## src/rtl/tune_ctrl.sv

```systemverilog
// Frequency tuning controller: encoder steps adjust a saturating accumulator; results go to the NCO over a req/ack handshake.
// Optional step acceleration is enabled by defining TUNE_ACCEL_EN.
module tune_ctrl #(
    parameter int unsigned FREQ_INIT = 7000000,
    parameter int unsigned FREQ_MIN  = 100000,
    parameter int unsigned FREQ_MAX  = 30000000,
    parameter int unsigned ACCEL_WIN = 2000000
) (
    input  logic        clk,
    input  logic        rst,
    input  logic        cnt,
    input  logic        dir,
    input  logic        sw_tog,
    output logic [31:0] freq_out,
    output logic        upd_req,
    input  logic        upd_ack,
    output logic [2:0]  step_idx,
    output logic        accel_on
);

    localparam logic [1:0] ST_IDLE = 2'd0;
    localparam logic [1:0] ST_REQ  = 2'd1;
    localparam logic [1:0] ST_HOLD = 2'd2;

    localparam logic [32:0] MAX33 = 33'(FREQ_MAX);
    localparam logic [32:0] MIN33 = 33'(FREQ_MIN);

    logic [1:0]  state;
    logic [1:0]  state_next;
    logic        capture;
    logic        dirty;
    logic        sw_prev;
    logic [31:0] freq_acc;
    logic [31:0] acc_next;
    logic [31:0] table_step;
    logic [31:0] eff_step;
    logic [32:0] sum_inc;
    logic [32:0] sum_dec;

    always_comb begin
        table_step = 32'd1;
        case (step_idx)
            3'd0: table_step = 32'd1;
            3'd1: table_step = 32'd10;
            3'd2: table_step = 32'd100;
            3'd3: table_step = 32'd1000;
            3'd4: table_step = 32'd10000;
            3'd5: table_step = 32'd100000;
            3'd6: table_step = 32'd1000000;
            3'd7: table_step = 32'd10000000;
            default: table_step = 32'd1;
        endcase
    end

`ifdef TUNE_ACCEL_EN
    logic [2:0]  run;
    logic [2:0]  run_next;
    logic [31:0] timer;
    logic        last_dir;

    // The step of the cnt that completes a run of four already uses the x8 size.
    always_comb begin
        run_next = run;
        if (cnt) begin
            if ((dir == last_dir) && (timer < ACCEL_WIN)) begin
                run_next = (run == 3'd4) ? 3'd4 : run + 3'd1;
            end else begin
                run_next = 3'd1;
            end
        end else if (timer >= ACCEL_WIN) begin
            run_next = '0;
        end
    end

    // Timer starts at 1 on a cnt so it holds the edge distance to the next cnt.
    always_ff @(posedge clk or posedge rst) begin
        if (rst) begin
            run      <= '0;
            timer    <= '0;
            last_dir <= 1'b0;
        end else begin
            run <= run_next;
            if (cnt) begin
                timer    <= 32'd1;
                last_dir <= dir;
            end else if (timer < ACCEL_WIN) begin
                timer <= timer + 32'd1;
            end
        end
    end

    assign eff_step = (run_next == 3'd4) ? (table_step << 3) : table_step;
    assign accel_on = (run == 3'd4);
`else
    assign eff_step = table_step;
    assign accel_on = 1'b0;
`endif

    assign sum_inc = {1'b0, freq_acc} + {1'b0, eff_step};
    assign sum_dec = {1'b0, freq_acc} - {1'b0, eff_step};

    always_comb begin
        acc_next = freq_acc;
        if (dir) begin
            acc_next = (sum_inc > MAX33) ? 32'(FREQ_MAX) : sum_inc[31:0];
        end else begin
            acc_next = (sum_dec[32] || (sum_dec < MIN33)) ? 32'(FREQ_MIN) : sum_dec[31:0];
        end
    end

    always_ff @(posedge clk or posedge rst) begin
        if (rst) begin
            freq_acc <= 32'(FREQ_INIT);
            step_idx <= 3'd3;
            sw_prev  <= 1'b0;
        end else begin
            if (cnt) begin
                freq_acc <= acc_next;
            end
            if (sw_tog != sw_prev) begin
                step_idx <= step_idx + 3'd1;
            end
            sw_prev <= sw_tog;
        end
    end

    always_comb begin
        state_next = state;
        capture    = 1'b0;
        case (state)
            ST_IDLE: begin
                if (dirty) begin
                    state_next = ST_REQ;
                    capture    = 1'b1;
                end
            end
            ST_REQ: begin
                if (upd_ack) begin
                    state_next = ST_HOLD;
                end
            end
            ST_HOLD: begin
                if (dirty) begin
                    state_next = ST_REQ;
                    capture    = 1'b1;
                end else begin
                    state_next = ST_IDLE;
                end
            end
            default: state_next = ST_IDLE;
        endcase
    end

    // A cnt on the capture edge keeps dirty set, since its result is not in this capture.
    always_ff @(posedge clk or posedge rst) begin
        if (rst) begin
            state    <= ST_IDLE;
            dirty    <= 1'b1;
            freq_out <= 32'(FREQ_INIT);
        end else begin
            state <= state_next;
            dirty <= cnt | (dirty & ~capture);
            if (capture) begin
                freq_out <= freq_acc;
            end
        end
    end

    assign upd_req = (state == ST_REQ);

endmodule

```

## config.mk

```make
export PLATFORM = sky130hd
export DESIGN_NAME = tune_ctrl
export DESIGN_NICKNAME = d
export VERILOG_FILES = /design/src/rtl/tune_ctrl.sv
export SDC_FILE = /design/constraint.sdc
export NUM_CORES = 1
export LEC_CHECK = 0
export CAP_MARGIN = 20
export CORE_MARGIN = 4
export CORE_UTILIZATION = 45
export DETAILED_ROUTE_END_ITERATION = 16
export DONT_BUFFER_PORTS = 1
export HOLD_SLACK_MARGIN = 0.03
export SYNTH_ARGS = -nofsm -noshare
export SYNTH_HDL_FRONTEND = slang
export SYNTH_SLANG_ARGS = --single-unit
```

## constraint.sdc

```tcl
create_clock -name clk -period 7.78 [get_ports clk]
set_input_delay 0.778 -clock clk [delete_from_list [all_inputs] [get_ports clk]]
set_output_delay 0.778 -clock clk [all_outputs]
set_load 0.1 [all_outputs]
```

==> results.tsv <==
stage	metric	value	unit
run_status	outcome	completed	
grt	initial antenna violation count	0	
setup_path	CP cell instances	inv_1 -> ha_1 -> nor2b_1 -> ha_1 -> fa_1 -> nand2b_1 -> a2111oi_0 -> o21ai_0 -> a21oi_1 -> o2111ai_1 -> nand3_1 -> nand4_1 -> nor4_1 -> nand4_1 -> buf_4 -> a31o_2 -> a31oi_1	
synthesis	EDFF count, synth	0	
place	Port Buffers	0	
routing	drt pass-1 iters	5	
grt	first-pass GRT wire length	35230	um
sta	Final period util	74.57	%
routing	Metal-1 WL	10460	um
die	Site Rows	44	
sta	Clock Skews	0.01072	ns
synthesis	Synth Area per Inst	8.165	sq um
synthesis	Netlist cell types	86	
sta	unrepaired setup endpoints after global routing	false	
sta	Rel. slew slack	24.95	%
final_layout	Final #Nets	858	
grt	total congestion overflow	0	
die	Placeable Area	14640	sq um
clock_tree	CTS tree	done	
routing	routed wire length per instance	22.89	um
setup_path	CP Data Required Time	8.05	ns
sta	final setup fails	0	
synthesis	fraction of registers with async set/reset	100.0	%
setup_path	crit path capture type	flip-flop	
place	Place WS	2.102	ns
run	maxcap violations	0	
setup_path	worst stage delay on the critical path	0.92	ns
hold_path	Hold Crit Class	input pin to flip-flop	
final_layout	P&R area growth vs syn	5.601	%
synthesis	Post-Syn Instances	829	
routing	number of vias in the routed layout	6397	
setup_path	kind of critical path	flip-flop to flip-flop	
clock_tree	worst-skew pair later-pin latency	0.36	ns
place	Area after DPL	6845	sq um
setup_path	critical-path maximum fanout	27	
synthesis	Most used DFF post-synth	dfrtp_1	
setup_path	CP bufs+invs	2	
setup_path	family with the most delay on the worst path	compound AO/OA/AOI/OAI gates	
sta	crit path time final	5.801	ns
final_layout	# diodes	0	
final_layout	Final Non-Filler Cells	988	
routing	post-route ant nets	0	
routing	# DRC	0	
sta	Fmax	172.4	MHz
setup_path	Crit-path slowest cell	dfstp_2	
synthesis	FF+latch count, synth	71	
place	dpl hpwl	16940	um
routing	routed wire length	22610	um
sta	setup_tns	0	ns
die	Die Height	130.6	um
setup_path	startpoint type of the worst setup path	flip-flop	
clock_tree	post-cts resize count	0	
sta	Worst Tran Pin Value	1.121	ns
synthesis	Adder-Cell Fraction of Synth Area	10.02	%
clock_tree	htree depth	3	
synthesis	main combinational cell family by area after synthesis	compound AO/OA/AOI/OAI gates	
final_layout	# fillers	1430	
place	GPL Wtd Cong	0.9377	
clock_tree	# clock sinks	71	
routing	vias per cell	6.475	
die	# IOs	43	
sta	Final WS setup	1.979	ns
clock_tree	Max Root-Sink Buffers	2	
synthesis	Warnings, synthesis	0	
clock_tree	post-CTS setup buffers	0	
synthesis	Simple-Gate Fraction of Synth Area	20.79	%
grt	gr usage total	27.07	%
die	initial cell density of the core	46.22	%
sta	Final Hold Vio Count	0	
routing	top metal layer carrying routed signals	met4	
grt	pin count of the biggest net entering global routing	72	
clock_tree	CTS buffer count	9	
synthesis	XOR/XNOR Fraction of Synth Area	5.305	%
die	DIE AREA	17070	sq um
clock_tree	Hold Buf Count CTS	0	
sta	Final Max Tran Viols	0	
final_layout	layout cell share with drive strength beyond 1	13.56	%
setup_path	critical path arrival	6.07	ns
synthesis	Post-Syn Nets	888	
synthesis	Compound-Gate Fraction of Synth Area	24.55	%
clock_tree	root buf cell	clkbuf_16	
clock_tree	Clk pin slew, worst setup/hold paths	0.06	ns
final_layout	Post-Layout Inst Area	7148	sq um
die	Die Wd	130.6	um
grt	vias in the first global route	6140	
routing	met3 wire len	2044	um
synthesis	register area share after synthesis	26.75	%
place	cell count after placement	972	
synthesis	synthesized area	6769	sq um
synthesis	post-synthesis mux area share	6.396	%
routing	DR iter-0 viols	679	
routing	wire length on met2	9391	um
per-layer routing:
| layer | up-vias | global-route usage (%) |
|---|---|---|
| met1 | 3093 | 39.81 |
| met3 | 52 | 6.260 |
| met4 | 0 | 10.28 |
| met5 | - | 0 |
| met2 | 305 | 38.43 |
| li1 | 2947 | - |
worst paths after layout:
| check | slack, ns | end | cells past startpoint | startpoint |
|---|---|---|---|---|
| setup / recovery | 1.98 | freq_acc[10] | 17 | step_idx[0] |
| hold / removal | 0.45 | sw_prev | 0 | sw_tog |
| setup reg to reg | 1.98 | freq_acc[10] | 17 | step_idx[0] |
| hold reg to reg | 0.47 | dirty | 2 | dirty |
| max in group asynchronous | 6.61 | freq_acc[12] | 2 | rst |
| min in group asynchronous | 0.58 | freq_out[30] | 2 | rst |
cell families after synthesis:
kind of cell    after synthesis
mux                          39
fa+ha+maj                    53
flops                        71
simple gates                283
xor+xnor                     41
compound gates              240
buf+inv                     101
other cells                   1
cell usage after synthesis (all sizes together), types with 5 or more instances:
cell type	count	share of area, %
inv	53	2.9
a221oi	5	1.0
nand2	81	4.5
mux2i	5	0.74
nor2	69	3.8
a31oi	20	1.8
a21o	11	1.2
o211ai	6	0.67
a31o	5	0.65
or2	6	0.55
a21oi	59	4.4
buf	14	1.3
clkbuf	33	1.8
o22ai	6	0.55
o21a	7	0.78
mux2	34	5.7
nand3	23	1.7
nor3	15	1.3
nand2b	17	1.6
dfrtp	44	16
ha	51	9.4
xor2	7	0.91
nor4	10	0.92
xnor2	34	4.4
nand4	10	0.92
a211o	6	0.78
a32oi	8	1.0
nor2b	13	1.2
o31ai	11	1.2
o21bai	6	0.67
o21ai	43	3.2
dfstp	27	10
or3	12	1.2
and2	7	0.65
a211oi	6	0.81
sequential cells by signal, summed over array words and instances, names as in the netlist:
name      count
freq_acc     32
step_idx      3
dirty         1
state         2
sw_prev       1
freq_out     32
cell usage in the layout, fill, tap and decap left out, types with 4 or more instances in the layout:
cell type | synthesis | routed
a31o_2 | 5 | 5
a22o_1 | 4 | 4
nand3_1 | 23 | 23
or4_1 | 4 | 4
a21oi_1 | 58 | 58
o21a_1 | 7 | 7
xor2_1 | 7 | 7
a211oi_1 | 4 | 4
or3_1 | 11 | 11
o31ai_1 | 11 | 11
nor2_1 | 69 | 69
a32oi_1 | 8 | 8
nand2b_1 | 17 | 17
o21ai_0 | 40 | 40
buf_4 | 5 | 5
clkbuf_16 | 0 | 9
o21bai_1 | 6 | 6
dfrtp_1 | 44 | 44
o22ai_1 | 6 | 6
or2_2 | 5 | 5
a211o_1 | 6 | 6
mux2_2 | 34 | 34
a31oi_1 | 20 | 19
inv_1 | 50 | 49
ha_1 | 51 | 51
o211ai_1 | 6 | 6
nor2b_1 | 12 | 10
nor3_1 | 14 | 14
nor4_1 | 10 | 10
nand2_1 | 81 | 81
dfstp_2 | 27 | 27
xnor2_1 | 34 | 34
and2_1 | 7 | 7
nand4_1 | 10 | 10
mux2i_1 | 5 | 5
a21o_1 | 11 | 11
through the flow:
step / hold WS (ns) / util, %
2_1_floorplan: 0.4435 / -
3_3_place_gp: 0.4576 / 46.72
3_5_place_dp: 0.4659 / 46.74
4_1_cts: 0.4395 / 48.81
5_1_grt: 0.4395 / 48.81
6_report: 0.4456 / 48.81
final cells by class:
| class | instances | area [sq um] | area share [%] |
|---|---|---|---|
| well taps | 184 | 230.2 | 3.221 |
| clock buffers | 13 | 260.3 | 3.641 |
| inverters | 54 | 203.9 | 2.853 |
| repair buffers | 6 | 41.29 | 0.5776 |
| multi-input cells | 657 | 4559 | 63.78 |
| clock inverters | 3 | 42.54 | 0.5951 |
| flip-flops and latches | 71 | 1810 | 25.33 |
Power is not shown: default switching activity piles up to over one toggle a cycle in this logic, so the estimate is an artifact.
